--- src/rtl/laser_pkg.sv ---
// Shared constants and FSM encoding for the laser cover evaluator.
package laser_pkg;

  localparam int unsigned NPTS      = 40;
  localparam int unsigned CW        = 4;
  localparam int unsigned RADIUS_SQ = 16;
  localparam int unsigned NW        = $clog2(NPTS + 1);
  localparam int unsigned IW        = $clog2(NPTS);

  typedef enum logic [2:0] {
    StIdle,
    StLoad,
    StWait,
    StEval,
    StResp
  } state_e;

endpackage

--- src/rtl/laser_in_circle.sv ---
// Combinational point-in-circle test: (px-cx)^2 + (py-cy)^2 <= RADIUS_SQ.
module laser_in_circle
  import laser_pkg::*;
(
  input  logic [CW-1:0] px,
  input  logic [CW-1:0] py,
  input  logic [CW-1:0] cx,
  input  logic [CW-1:0] cy,
  output logic          hit
);

  logic [CW-1:0]   dx;
  logic [CW-1:0]   dy;
  logic [2*CW-1:0] dx_sq;
  logic [2*CW-1:0] dy_sq;
  logic [2*CW:0]   dist_sq;

  // Absolute differences, squares and sum; 2*CW+1 bits cannot overflow.
  always_comb begin
    dx      = (px >= cx) ? (px - cx) : (cx - px);
    dy      = (py >= cy) ? (py - cy) : (cy - py);
    dx_sq   = {{CW{1'b0}}, dx} * {{CW{1'b0}}, dx};
    dy_sq   = {{CW{1'b0}}, dy} * {{CW{1'b0}}, dy};
    dist_sq = {1'b0, dx_sq} + {1'b0, dy_sq};
    hit     = (dist_sq <= (2 * CW + 1)'(RADIUS_SQ));
  end

endmodule

--- src/rtl/laser_cover_eval.sv ---
// Scorer for the two-circle laser placement engine: stores the 40-point frame, latches the
// engine's centres on DONE, counts covered points one per cycle and offers the result over a
// valid/ready handshake.
// Optional feature: define LASER_COVER_OVERLAP_EN to build the overlap (in1 & in2) counter;
// otherwise CNT_OV is tied to zero.
module laser_cover_eval
  import laser_pkg::*;
(
  input  logic          CLK,
  input  logic          RST_N,
  input  logic          PT_VALID,
  input  logic [CW-1:0] X,
  input  logic [CW-1:0] Y,
  input  logic          DONE,
  input  logic [CW-1:0] C1X,
  input  logic [CW-1:0] C1Y,
  input  logic [CW-1:0] C2X,
  input  logic [CW-1:0] C2Y,
  output logic          RES_VALID,
  input  logic          RES_READY,
  output logic [NW-1:0] CNT1,
  output logic [NW-1:0] CNT2,
  output logic [NW-1:0] CNT_U,
  output logic [NW-1:0] CNT_OV,
  output logic          BUSY
);

  state_e state_q, state_d;

  logic [CW-1:0] px_q [NPTS];
  logic [CW-1:0] py_q [NPTS];
  logic [IW-1:0] idx_q;
  logic [CW-1:0] c1x_q, c1y_q, c2x_q, c2y_q;
  logic [NW-1:0] cnt1_q, cnt2_q, cntu_q;

  logic idx_last;
  logic load_pt;
  logic latch_ctr;
  logic eval_pt;
  logic hit1;
  logic hit2;

  assign idx_last = (idx_q == IW'(NPTS - 1));

  laser_in_circle u_circle1 (
    .px  (px_q[idx_q]),
    .py  (py_q[idx_q]),
    .cx  (c1x_q),
    .cy  (c1y_q),
    .hit (hit1)
  );

  laser_in_circle u_circle2 (
    .px  (px_q[idx_q]),
    .py  (py_q[idx_q]),
    .cx  (c2x_q),
    .cy  (c2y_q),
    .hit (hit2)
  );

  // State register.
  always_ff @(posedge CLK or negedge RST_N) begin
    if (!RST_N) begin
      state_q <= StIdle;
    end else begin
      state_q <= state_d;
    end
  end

  // Next-state and datapath strobes; stray PT_VALID/DONE fall through to no action.
  always_comb begin
    state_d   = state_q;
    load_pt   = 1'b0;
    latch_ctr = 1'b0;
    eval_pt   = 1'b0;
    case (state_q)
      StIdle: begin
        if (PT_VALID) begin
          load_pt = 1'b1;
          state_d = StLoad;
        end
      end
      StLoad: begin
        if (PT_VALID) begin
          load_pt = 1'b1;
          if (idx_last) state_d = StWait;
        end
      end
      StWait: begin
        if (DONE) begin
          latch_ctr = 1'b1;
          state_d   = StEval;
        end
      end
      StEval: begin
        eval_pt = 1'b1;
        if (idx_last) state_d = StResp;
      end
      StResp: begin
        if (RES_READY) state_d = StIdle;
      end
      default: state_d = StIdle;
    endcase
  end

  // Point RAM, index counter, centre latches and the always-built accumulators.
  always_ff @(posedge CLK or negedge RST_N) begin
    if (!RST_N) begin
      for (int i = 0; i < NPTS; i++) begin
        px_q[i] <= '0;
        py_q[i] <= '0;
      end
      idx_q  <= '0;
      c1x_q  <= '0;
      c1y_q  <= '0;
      c2x_q  <= '0;
      c2y_q  <= '0;
      cnt1_q <= '0;
      cnt2_q <= '0;
      cntu_q <= '0;
    end else if (load_pt) begin
      px_q[idx_q] <= X;
      py_q[idx_q] <= Y;
      idx_q       <= idx_last ? '0 : idx_q + IW'(1);
    end else if (latch_ctr) begin
      c1x_q  <= C1X;
      c1y_q  <= C1Y;
      c2x_q  <= C2X;
      c2y_q  <= C2Y;
      cnt1_q <= '0;
      cnt2_q <= '0;
      cntu_q <= '0;
      idx_q  <= '0;
    end else if (eval_pt) begin
      cnt1_q <= cnt1_q + NW'(hit1);
      cnt2_q <= cnt2_q + NW'(hit2);
      cntu_q <= cntu_q + NW'(hit1 | hit2);
      idx_q  <= idx_last ? '0 : idx_q + IW'(1);
    end
  end

`ifdef LASER_COVER_OVERLAP_EN
  logic [NW-1:0] cnto_q;

  // Overlap accumulator, cleared and stepped in lockstep with the others.
  always_ff @(posedge CLK or negedge RST_N) begin
    if (!RST_N) begin
      cnto_q <= '0;
    end else if (latch_ctr) begin
      cnto_q <= '0;
    end else if (eval_pt) begin
      cnto_q <= cnto_q + NW'(hit1 & hit2);
    end
  end

  assign CNT_OV = cnto_q;
`else
  assign CNT_OV = '0;
`endif

  assign CNT1      = cnt1_q;
  assign CNT2      = cnt2_q;
  assign CNT_U     = cntu_q;
  assign RES_VALID = (state_q == StResp);
  assign BUSY      = (state_q != StIdle);

endmodule

--- config.mk ---
export PLATFORM = sky130hd
export DESIGN_NAME = laser_cover_eval
export DESIGN_NICKNAME = d
export VERILOG_FILES = /design/src/rtl/laser_pkg.sv /design/src/rtl/laser_in_circle.sv /design/src/rtl/laser_cover_eval.sv
export SDC_FILE = /design/constraint.sdc
export NUM_CORES = 1
export LEC_CHECK = 0
export BUFFER_PORTS_ARGS = -buffer_cell sky130_fd_sc_hd__clkbuf_2
export CORE_ASPECT_RATIO = 1.2
export CORE_MARGIN = 4
export CORE_UTILIZATION = 50
export DETAILED_ROUTE_END_ITERATION = 7
export HOLD_SLACK_MARGIN = 0.05
export PLACE_DENSITY = 0.65
export SYNTH_ARGS = -nofsm -noshare
export SYNTH_HDL_FRONTEND = slang
export SYNTH_SLANG_ARGS = --single-unit
--- constraint.sdc ---
create_clock -name CLK -period 18.1 [get_ports CLK]
set_input_delay 1.81 -clock CLK [delete_from_list [all_inputs] [get_ports CLK]]
set_output_delay 1.81 -clock CLK [all_outputs]
set_load 0.02 [all_outputs]
==> flow_summary.yaml <==
status:
  status: "finished, final reports clean"
floorplan:
  initial_utilization_pct: 50.9
  die_w_um: 188
  die_y_um: 224
  rows: 78
  io_pins: 55
  core_um2: 38100
  die_area_um2: 42000
final_layout:
  fillerInstances: 3186
  areaGrowthSynthToFinish_pct: 9.98
  antenna_cells: 0
  layout.nets: 1713
  drive_gt1_share_pct: 32.3
  layoutNonFillerInstCount: 2094
place:
  port_buffers: 48
  dpl.hpwl_um: 34200
  gp_congestion: 0.908
  dpl.cell_count: 2024
timing:
  setup_viol: 0
  hold_violations: 0
  slew_viol_final: 0
  whs_ps: 499
  skew_ps: 22.8
  slew_headroom_pct: 30.9
  fin_crit_sh_pct: 53.3
  tightest_slew_ps: 1040
  tns_ps: 0
  layout_min_cycle_time_ps: 9650
  max_freq_mhz: 104
  rsz0062_at_grt: "no"
detailed_routing:
  drc: 0
  drt_pass1_iterations: 6
  vias: 12903
  ant_nets: 0
  avgRoutedWirePerCell_um: 24.3
  drt_iter0_drc: 889
  wl_met2_um: 25600
  via_per_inst: 6.16
  routed_wl_um: 50800
  top_layer_used: "met4"
  wl_met3_um: 2800
  wl_met1_um: 20400
synth:
  synthSimpleGateAreaFrac_pct: 6.80
  yosys_register_bits: 363
  synth.avg_cell_area_um2: 12.3
  synth_ff_type: "dfrtp_1"
  muxShareOfSynthArea_pct: 26.0
  synthAdderAreaFrac_pct: 7.55
  syn_inst: 1574
  synth_edf_count: 0
  yosysTopAreaCellShare_pct: 46.9
  synth_compound_gate_area_share_pct: 8.33
  yosysTopAreaCell: "dfrtp_1"
  synth.distinct_cells: 68
  synth_xor_xnor_area_share_pct: 0.904
  yosysWarnings: 0
  async_flop_share_pct: 100
  synth_area_um2: 19400
  netlist_top_cells_area: "dfrtp_1, mux2_2, ha_1, mux2i_1, fa_1"
  seq_area_frac_synth_pct: 46.9
  synth_top_family_by_area: "multiplexers"
clock_tree:
  htreeDepth: 2
  cts_buffer_depth: 3
  post-cts-setup-buffer-count: 0
  cts.sinks: 363
  cts_tree: "yes"
  clk_pin_slew_ps: 60
  root_buffer: "clkbuf_16"
  cts_made_buffers: 39
  cts_hold_buf: 0
  cts.repair.resized: 0
  worstSkewPairLatency_ps: 550
setup_path:
  crit_top_cell: "fa_1"
  cpPeakStageDelay_ps: 870
  cp.required_ps: 18500
  worstReg2RegStart: "idx_q[1]"
  worst_setup_path_end_kind: "flip-flop"
  crit_path_start_kind: "flip-flop"
  cp_slowest_cell: "dfrtp_4"
  path_max_fanout: 47
  reg2reg_to: "CNT_U[5]"
  reg2reg_slack_ps: 8450
  crit_arrival_ps: 10050
  critPathKind: "flip-flop to flip-flop"
  reg2regPathDepth: 32
global_routing:
  grt_pass1_wl_um: 80200
  antenna_found_initial: 0
  grt_pass1_vias: 13428
  track_usage_pct: 24.4
  grt_max_degree: 183
  overflow: 0
worst_hold_path:
  hold_path.class: "flip-flop to flip-flop"
  hold_end: "px_q[86]"
  whs_path_depth: 1
  hold_start: "px_q[86]"
job:
  drv_cap: 0
-- metrics by stage --
stage	setup WS, ps	util [%]	instance area [µm²]
5_1_grt	7950	56.0	21300
3_5_place_dp	8540	52.4	20000
2_1_floorplan	10430	-	19400
4_1_cts	8520	56.0	21300
3_3_place_gp	8720	52.4	20000
6_report	8450	56.0	21300
-- cells by family after synthesis --
logic type / Yosys count
AO/OA/AOI/OAI: 237
AND/OR/NAND/NOR: 258
buffers and inverters: 164
XOR/XNOR: 20
other: 1
flip-flops: 363
multiplexers: 432
adder cells (fa/ha/maj): 99
-- cells in the final DEF (no fill, tap or decap), types with 8 or more instances in the layout --
cell | synthesis | routed
a21o_1 | 9 | 9
a21oi_1 | 38 | 38
a221o_1 | 9 | 9
a221oi_1 | 14 | 14
a22o_1 | 17 | 17
a22oi_1 | 16 | 16
buf_4 | 8 | 12
clkbuf_16 | 0 | 40
clkbuf_2 | 0 | 47
clkbuf_8 | 0 | 9
dfrtp_1 | 363 | 360
fa_1 | 30 | 30
ha_1 | 69 | 69
inv_1 | 68 | 68
mux2_2 | 335 | 335
mux2i_1 | 73 | 73
mux4_2 | 24 | 24
nand2_1 | 78 | 78
nand2_2 | 8 | 8
nand2b_1 | 9 | 9
nand3_1 | 10 | 10
nand4_1 | 8 | 8
nor2_1 | 67 | 67
nor2b_1 | 16 | 16
o211ai_1 | 8 | 8
o21ai_0 | 55 | 55
o22ai_1 | 20 | 20
or2_2 | 10 | 10
xor2_1 | 16 | 16
-- sequential cells by signal (all words and copies together), names as in the netlist --
register / count
idx_q: 6
px_q: 160
c1x_q: 4
py_q: 160
state_q: 3
c2x_q: 4
CNT2: 6
c1y_q: 4
CNT_U: 6
c2y_q: 4
CNT1: 6
-- area by class of cell --
cell class | count | area [µm²] | share of cell area [%]
repair buffers | 61 | 360 | 1.69
well taps | 480 | 601 | 2.82
clock inverters | 16 | 210 | 0.986
multi-input cells | 1052 | 9650 | 45.3
clock buffers | 54 | 1140 | 5.36
flip-flops and latches | 363 | 9090 | 42.7
inverters | 68 | 255 | 1.20
-- metal layers --
metal / GRT usage, % / up-vias
met2: 42.6 / 438
met4: 8.74 / 0
met3: 3.99 / 122
li1: - / 5694
met5: 0 / -
met1: 30.9 / 6649
-- worst max-delay path by stage --
| stage | start | endpoint |
|---|---|---|
| 3_5_place_dp | idx_q[1] | CNT_U[5] |
| 3_3_place_gp | idx_q[1] | CNT2[5] |
| 5_1_grt | idx_q[1] | CNT2[4] |
| 4_1_cts | idx_q[1] | CNT_U[5] |
| 2_1_floorplan | idx_q[1] | CNT_U[4] |
| 6_report | idx_q[1] | CNT_U[5] |
-- worst max-delay path, delay by kind of cell (launching register included) --
family                     cells  cell delay, ps
adders and majority gates      9            3510
buffers and inverters          4             910
DFF                            1             870
xor gates and xnor gates       1             170
and+or+nand+nor                8            1900
AOI/OAI and AO/OA             10            2080
-- Yosys cell counts, drive strengths merged, types with 6 or more instances --
cell type  count
fa            30
o22ai         20
mux2i         73
nand3         10
xor2          16
a22oi         16
a21oi         38
nor2          71
a31oi          6
nand4          8
mux2         335
and2           7
nor3          11
a221oi        14
nand2b        10
or2           11
inv           68
a221o          9
clkbuf        61
buf           35
o21bai         6
ha            69
o21ai         55
nand2         86
o211ai         8
a21o           9
dfrtp        363
a22o          17
mux4          24
nor2b         16
nand3b         6
o21a           6
Power is not shown: default switching activity piles up to over one toggle a cycle in this logic, so the estimate is an artifact.
